### config.mk
export PLATFORM = sky130hd
export DESIGN_NAME = prog_clk_gen_flat
export DESIGN_NICKNAME = d
export VERILOG_FILES = /design/src/rtl/prog_clk_gen_if.sv /design/src/rtl/prog_clk_gen.sv /design/src/flat_wrapper.sv
export SDC_FILE = /design/constraint.sdc
export NUM_CORES = 1
export LEC_CHECK = 0
export ABC_CLOCK_PERIOD_IN_PS = 6600
export CORE_ASPECT_RATIO = 0.5
export CORE_MARGIN = 1.5
export CORE_UTILIZATION = 59
export DETAILED_ROUTE_END_ITERATION = 7
export GPL_TIMING_DRIVEN = 0
export PLACE_DENSITY = 0.8
export REMOVE_ABC_BUFFERS = 1
export SYNTH_ARGS = -nofsm -noshare
export SYNTH_HDL_FRONTEND = slang
export SYNTH_SLANG_ARGS = --single-unit
### constraint.sdc
create_clock -name i_clk -period 6.6 [get_ports i_clk]
set_input_delay 0.99 -clock i_clk [delete_from_list [all_inputs] [get_ports i_clk]]
set_output_delay 0.99 -clock i_clk [all_outputs]
set_load 0.05 [all_outputs]
### src/rtl/prog_clk_gen_if.sv
// prog_clk_gen_if
// Configuration handshake for prog_clk_gen. A master offers a new period,
// high time and mode with i_cfg_valid. The generator reports whether it can
// take an offer (o_cfg_ready) and pulses o_cfg_err when it rejects one.
//
// Signals:
//   i_cfg_valid  master -> gen  config offer
//   i_cfg_div    master -> gen  period P in generator clock cycles
//   i_cfg_high   master -> gen  high time H (mode 01 only)
//   i_cfg_mode   master -> gen  00 50% duty, 01 programmable, 10 pulse, 11 reserved
//   o_cfg_ready  gen -> master  no config waiting to be applied
//   o_cfg_err    gen -> master  one-cycle strobe on a rejected offer
interface prog_clk_gen_if #(
  parameter int CNT_W = 32
);
  logic             i_cfg_valid;
  logic             o_cfg_ready;
  logic [CNT_W-1:0] i_cfg_div;
  logic [CNT_W-1:0] i_cfg_high;
  logic [1:0]       i_cfg_mode;
  logic             o_cfg_err;

  modport master (
    output i_cfg_valid,
    output i_cfg_div,
    output i_cfg_high,
    output i_cfg_mode,
    input  o_cfg_ready,
    input  o_cfg_err
  );

  modport slave (
    input  i_cfg_valid,
    input  i_cfg_div,
    input  i_cfg_high,
    input  i_cfg_mode,
    output o_cfg_ready,
    output o_cfg_err
  );
endinterface

### src/rtl/prog_clk_gen.sv
// prog_clk_gen
// Programmable clock divider. Produces a registered divided clock o_clk and a
// period-start strobe o_tick. The period and high time come from an active
// configuration. A new configuration is staged in a shadow register and
// swapped in only at a period boundary, so a running waveform never sees a
// truncated or stretched period.
//
// Ports:
//   i_clk    input   generator clock, rising edge
//   i_reset  input   synchronous, active-high reset
//   i_en     input   run enable; low stops and clears the waveform at once
//   cfg_if   slave   configuration handshake (see prog_clk_gen_if)
//   o_clk    output  divided clock, high for cnt < Hact
//   o_tick   output  one-cycle strobe at cnt == 0
//
// state   | meaning
// ST_IDLE | not running, outputs low, cnt held at 0; a pending config is applied
// ST_RUN  | counting 0..P-1; a pending config is applied at the wrap to 0
module prog_clk_gen #(
  parameter int CNT_W       = 32,
  parameter int DEFAULT_DIV = 500_000
) (
  input  logic          i_clk,
  input  logic          i_reset,
  input  logic          i_en,
  prog_clk_gen_if.slave cfg_if,
  output logic          o_clk,
  output logic          o_tick
);

  localparam logic [CNT_W-1:0] DEF_P    = CNT_W'(DEFAULT_DIV);
  localparam logic [CNT_W-1:0] DEF_HACT = CNT_W'(DEFAULT_DIV / 2);
  localparam logic [CNT_W-1:0] ONE      = CNT_W'(1);
  localparam logic [CNT_W-1:0] TWO      = CNT_W'(2);

  typedef enum logic {
    ST_IDLE = 1'b0,
    ST_RUN  = 1'b1
  } state_t;

  state_t           r_state;
  logic [CNT_W-1:0] r_cnt;
  // Active config. Mode is not kept separately: it only shapes Hact, which
  // is resolved once when the offer is accepted.
  logic [CNT_W-1:0] r_p;
  logic [CNT_W-1:0] r_hact;
  logic [CNT_W-1:0] r_sh_p;
  logic [CNT_W-1:0] r_sh_hact;
  logic             r_pending;
  logic             r_clk;
  logic             r_tick;
  logic             r_err;

  state_t           w_state_nx;
  logic [CNT_W-1:0] w_cnt_nx;
  logic [CNT_W-1:0] w_p_nx;
  logic [CNT_W-1:0] w_hact_nx;
  logic [CNT_W-1:0] w_sh_p_nx;
  logic [CNT_W-1:0] w_sh_hact_nx;
  logic             w_pending_nx;
  logic             w_clk_nx;
  logic             w_tick_nx;
  logic             w_err_nx;
  logic             w_run_nx;
  logic             w_apply;
  logic             w_wrap;
  logic             w_accept;
  logic             w_cfg_bad;
  logic [CNT_W-1:0] w_cfg_hact;

  // Offers are only looked at while nothing is waiting in the shadow, so a
  // staged config can never be overwritten before it takes effect.
  assign w_accept = cfg_if.i_cfg_valid & ~r_pending;

  assign w_cfg_bad = (cfg_if.i_cfg_div < TWO)
                   | (cfg_if.i_cfg_mode == 2'b11)
                   | ((cfg_if.i_cfg_mode == 2'b01)
                      & ((cfg_if.i_cfg_high == '0)
                         | (cfg_if.i_cfg_high >= cfg_if.i_cfg_div)));

  always_comb begin
    w_cfg_hact = ONE;
    case (cfg_if.i_cfg_mode)
      2'b00:   w_cfg_hact = cfg_if.i_cfg_div >> 1;
      2'b01:   w_cfg_hact = cfg_if.i_cfg_high;
      default: w_cfg_hact = ONE;
    endcase
  end

  // cnt never exceeds P-1 because P only changes at a wrap or while idle,
  // both of which leave cnt at 0.
  assign w_wrap = (r_cnt == (r_p - ONE));

  always_comb begin
    w_state_nx = r_state;
    w_cnt_nx   = '0;
    w_apply    = 1'b0;

    case (r_state)
      ST_IDLE: begin
        // Idle: a staged config goes live immediately, so when this same
        // edge starts running the first period already uses it.
        w_apply = r_pending;
        if (i_en) begin
          w_state_nx = ST_RUN;
        end
      end
      ST_RUN: begin
        if (!i_en) begin
          w_state_nx = ST_IDLE;
        end else begin
          w_cnt_nx = w_wrap ? '0 : (r_cnt + ONE);
          w_apply  = r_pending & w_wrap;
        end
      end
      default: begin
        w_state_nx = ST_IDLE;
      end
    endcase

    w_run_nx  = (w_state_nx == ST_RUN);
    w_p_nx    = w_apply ? r_sh_p    : r_p;
    w_hact_nx = w_apply ? r_sh_hact : r_hact;

    // Outputs are registered from the next-state values, so the new config
    // shapes the very first cycle of the period it starts.
    w_clk_nx  = w_run_nx & (w_cnt_nx < w_hact_nx);
    w_tick_nx = w_run_nx & (w_cnt_nx == '0);

    w_sh_p_nx    = r_sh_p;
    w_sh_hact_nx = r_sh_hact;
    w_pending_nx = r_pending;
    w_err_nx     = 1'b0;

    if (w_apply) begin
      w_pending_nx = 1'b0;
    end

    // Acceptance needs r_pending low and apply needs it high, so the two
    // never collide on one edge. A config accepted on a wrap edge is only
    // visible as pending afterwards and waits for the next wrap.
    if (w_accept) begin
      if (w_cfg_bad) begin
        w_err_nx = 1'b1;
      end else begin
        w_sh_p_nx    = cfg_if.i_cfg_div;
        w_sh_hact_nx = w_cfg_hact;
        w_pending_nx = 1'b1;
      end
    end
  end

  always_ff @(posedge i_clk) begin
    if (i_reset) begin
      r_state   <= ST_IDLE;
      r_cnt     <= '0;
      r_p       <= DEF_P;
      r_hact    <= DEF_HACT;
      r_sh_p    <= DEF_P;
      r_sh_hact <= DEF_HACT;
      r_pending <= 1'b0;
      r_clk     <= 1'b0;
      r_tick    <= 1'b0;
      r_err     <= 1'b0;
    end else begin
      r_state   <= w_state_nx;
      r_cnt     <= w_cnt_nx;
      r_p       <= w_p_nx;
      r_hact    <= w_hact_nx;
      r_sh_p    <= w_sh_p_nx;
      r_sh_hact <= w_sh_hact_nx;
      r_pending <= w_pending_nx;
      r_clk     <= w_clk_nx;
      r_tick    <= w_tick_nx;
      r_err     <= w_err_nx;
    end
  end

  assign o_clk              = r_clk;
  assign o_tick             = r_tick;
  assign cfg_if.o_cfg_ready = ~r_pending;
  assign cfg_if.o_cfg_err   = r_err;

endmodule
### src/flat_wrapper.sv
// flat-port wrapper written by rule: the top's interface ports become plain ports
module prog_clk_gen_flat 
#(
  parameter int CNT_W       = 32,
  parameter int DEFAULT_DIV = 500_000
)
  (i_clk, i_reset, i_en, o_clk, o_tick, cfg_if_i_cfg_valid, cfg_if_i_cfg_div, cfg_if_i_cfg_high, cfg_if_i_cfg_mode, cfg_if_o_cfg_ready, cfg_if_o_cfg_err);
  prog_clk_gen_if #(.CNT_W(CNT_W)) cfg_if_i ();
  input  logic i_clk;
  input  logic i_reset;
  input  logic i_en;
  output logic o_clk;
  output logic o_tick;
  input wire logic [$bits(cfg_if_i.i_cfg_valid)-1:0] cfg_if_i_cfg_valid;
  input wire logic [$bits(cfg_if_i.i_cfg_div)-1:0] cfg_if_i_cfg_div;
  input wire logic [$bits(cfg_if_i.i_cfg_high)-1:0] cfg_if_i_cfg_high;
  input wire logic [$bits(cfg_if_i.i_cfg_mode)-1:0] cfg_if_i_cfg_mode;
  output wire logic [$bits(cfg_if_i.o_cfg_ready)-1:0] cfg_if_o_cfg_ready;
  output wire logic [$bits(cfg_if_i.o_cfg_err)-1:0] cfg_if_o_cfg_err;
  assign cfg_if_i.i_cfg_valid = cfg_if_i_cfg_valid;
  assign cfg_if_i.i_cfg_div = cfg_if_i_cfg_div;
  assign cfg_if_i.i_cfg_high = cfg_if_i_cfg_high;
  assign cfg_if_i.i_cfg_mode = cfg_if_i_cfg_mode;
  assign cfg_if_o_cfg_ready = cfg_if_i.o_cfg_ready;
  assign cfg_if_o_cfg_err = cfg_if_i.o_cfg_err;
  prog_clk_gen #(.CNT_W(CNT_W), .DEFAULT_DIV(DEFAULT_DIV)) u_core (.i_clk(i_clk), .i_reset(i_reset), .i_en(i_en), .cfg_if(cfg_if_i), .o_clk(o_clk), .o_tick(o_tick));
endmodule
==> summary.txt, run 1 <==
Routing
  • Antenna Nets Post-Route: 0
  • Vias per inst: 6.40
  • TritonRoute pass-1 iters: 5
  • Drc violations: 0
  • DR WL/cell: 20.3 um
  • DRT iter0 DRCs: 970
  • Routed WL: 29000 um
  • Vias: 9150

STA
  • RSZ-0062 raised after global routing: no
  • Fin. max-slew vios: 0
  • Relative slew slack: 20.3%
  • # setup viols final: 0
  • Worst Skew: 0.0103 ns
  • Setup_tns: 0 ns
  • Hold Violations, Final: 0
  • Hold Slack: 0.473 ns
  • Period minus WS final: 6.30 ns
  • Worst Tran Pin Value: 1.19 ns
  • Fmax: 159 MHz
  • Fin crit share: 95.4%

Worst hold path
  • Hold Crit Class: register to register

Clock network
  • Hold-fix buffers at CTS: 0
  • Clk_lat worst skew: 0.43 ns
  • CTS max path bufs: 2
  • H-tree depth: 4
  • CTS tree: built
  • Clock transition at path regs: 0.07 ns
  • Num CTS Buffers: 17
  • Total clock sinks: 165
  • Root Driver: clkbuf_16

Global routing
  • Grt ovf: 0
  • Gr usage total: 33.5%
  • Number of global-route vias before repair: 8146
  • Initial antenna violation count: 0
  • Global-route wire length before repair: 44300 um
  • Largest net degree at the start of global routing: 98

Critical path
  • Worst path required time: 6.93 ns
  • Crit Path Max Fanout: 16
  • Crit Path Class: register to register
  • Crit. End Element: register
  • Worst Path Arrival: 6.63 ns
  • CP Launch Type: register

Yosys
  • Sequential area share after synthesis: 33.7%
  • EDFF count, synth: 0
  • Synth top area cells: dfxtp_1 (34%), mux2i_1 (9.9%), ha_1 (8.3%), xnor2_1 (4.3%), o21ai_0 (4.2%)
  • Ys flop type: dfxtp_1
  • Leading area contributor after synthesis: dfxtp_1
  • FF+latch count, synth: 165
  • Yosys top cell area share: 33.7%
  • Yosys cell types: 59
  • Async set-or-reset flop fraction in the synthesized netlist: 0%
  • Yosys warnings: 0
  • Avg Cell Area, Syn: 8.38 um^2
  • Mapped Area: 0.00979 mm^2
  • Gate Count Post-Synth: 1169

Placed design
  • Placer Congestion: 0.900
  • DP Wirelength: 21100 um
  • Port Buf Inserts: 73

Power and ir drop
  • Sw Pwr: 0.000639 W
  • Logic pwr share: 13.4%
  • Total Power: 0.00235 W
  • Switching Fraction: 27.2%
  • Clk network pwr share: 41.8%
  • PwrDens: 207 mW/mm^2
  • Reg power frac: 44.8%
  • Pint: 0.00171 W
  • P_leak: 4.20 nW
  • IR drop worst, VDD: 0.000192 V

Cells and area
  • Area Overhead vs Synth: 15.5%
  • Multi-input gate area: 0.00596 mm^2
  • Most frequent cells in the layout: dfxtp_1 (165), nor2_1 (110), mux2i_1 (96)
  • Fill count: 1274
  • Storage cell area: 0.00330 mm^2
  • # diodes: 0
  • Layout Nets: 1326
  • Layout cells sized above 1: 5.82%
  • Commonest non-fill, non-tap cell in the layout: dfxtp_1

Floorplan
  • Core Area: 0.0163 mm^2
  • Die Wd: 185 um
  • Die area: 0.0174 mm^2
  • Initial Util: 60.0%
  • # IOs: 74
  • Num rows: 33
  • Die height: 94.1 um

Status
  • Status: finished, final reports clean

Flow run
  • Max cap viols: 0
==> Yosys cell counts (all sizes together), types with 3 or more instances <==
cell and instances:
nand2 50, or3 9, and2 4, nor3b 4
dfxtp 165, mux2i 97, nor2 110, a211oi 3
xnor2 48, o21a 4, nor4b 4, nor3 54
buf 18, a31oi 3, or4 33, a21oi 67
a21o 15, mux2 5, nand4 30, nor2b 6
xor2 29, nand2b 6, o21ai 83, o211ai 10
and3 7, nand3 51, o311ai 9, ha 65
clkbuf 73, and4 3, inv 42, nor4 33
==> cell type report <==
type / instances / area share (%)
Inverter: 43 / 1.43
Clock inverter: 11 / 1.05
Timing Repair Buffer: 94 / 9.03
Multi-Input combinational cell: 870 / 52.7
Clock buffer: 20 / 4.04
Sequential cell: 165 / 29.2
Tap cell: 227 / 2.51
==> per-layer routing <==
layer	routed length, um	GRT usage, %	vias to the layer above
li1	-	-	4283
met1	13600	49.9	4390
met2	12100	49.6	440
met3	2800	5.89	37
met4	444	7.59	0
met5	0	0	-
==> through the flow <==
| stage | std cells | worst slack (ns) | area [um^2] | utilization, % |
|---|---|---|---|---|
| finish | 1430 | 0.305 | 11300 | 69.3 |
| floorplan | 1078 | -1.99 | 9400 | - |
| detailed placement | 1392 | 0.0705 | 10700 | 65.4 |
| global placement | 1378 | -4.59 | 10400 | 63.8 |
| global route | 1430 | 0.0436 | 11300 | 69.3 |
| CTS | 1423 | 0.0456 | 11200 | 68.9 |
==> cells by family (layout without fill, tap and decap cells) <==
group	Yosys count	in the layout	share of synthesized area, %
adder cells (fa/ha/maj)	65	65	8.30
AO/OA/AOI/OAI	217	217	13.2
AND/OR/NAND/NOR	409	409	21.7
buffers and inverters	134	168	5.70
flip-flops	165	165	33.7
multiplexers	102	102	10.5
XOR/XNOR	77	77	6.89
==> sequential cells by signal (all words and copies together) (netlist names) <==
name,cells
u_core.r_hact,32
u_core.r_sh_p,32
u_core.cfg_if.o_cfg_err,1
u_core.o_clk,1
u_core.r_p,32
u_core.r_pending,1
u_core.o_tick,1
u_core.r_cnt,32
u_core.r_sh_hact,32
u_core.r_state,1
==> path summary, 6_finish.rpt <==
kind                startpoint        endpoint  slack, ns  cells after the start
max              u_core.r_p[7]    u_core.o_clk       0.30                     21
min reg2reg  u_core.r_sh_p[13]  u_core.r_p[13]       0.47                      2
min          u_core.r_sh_p[13]  u_core.r_p[13]       0.47                      2
max reg2reg      u_core.r_p[7]    u_core.o_clk       0.30                     21
==> worst max-delay path: stages (launching register included) <==
cell and delay [ns]:
dfxtp_1 0.40, nor4_1 0.56, nand4_1 0.41, nor2_1 0.22, mux2_2 0.35, or4_1 0.55, a2111o_1 0.44, o32ai_4 0.31
buf_12 0.17, buf_4 0.15, buf_8 0.20, buf_8 0.22, mux2i_1 0.35, ha_1 0.31, a21o_1 0.17, a21o_1 0.18
a21oi_1 0.15, o21ai_0 0.10, nand3_1 0.10, o2111ai_1 0.19, or4_1 0.45, o32ai_1 0.21
==> repair_timing <==
item | in CTS | in global routing
buffers inserted | 0 | 7
endpoints found under the setup margin | 0 | 1
resized for setup | 0 | 1
==> power groups by stage <==
stage | Combinational [W] | Clock (W) | Sequential (W)
CTS | 0.000304 | 0.000981 | 0.00105
global placement | 0.000286 | 0 | 0.00107
finish | 0.000315 | 0.000981 | 0.00105
global route | 0.000339 | 0.00102 | 0.00105
floorplan | 0.000155 | 0 | 0.00106
detailed placement | 0.000300 | 0 | 0.00107
(Power assumes the default switching activity.)
==> run 2, diff against run 1 <==
--- a/config.mk
+++ b/config.mk
@@ -17,2 +17,3 @@
 export SYNTH_HDL_FRONTEND = slang
 export SYNTH_SLANG_ARGS = --single-unit
+export TNS_END_PERCENT = 10
==> constraint.sdc (replaced) <==
create_clock -name i_clk -period 6.6 [get_ports i_clk]
set_input_delay 0.66 -clock i_clk [delete_from_list [all_inputs] [get_ports i_clk]]
set_output_delay 0.66 -clock i_clk [all_outputs]
set_load 0.05 [all_outputs]
==> results of run 2 <==
No change in the layout: final DEF, timing and power equal those of run 1.
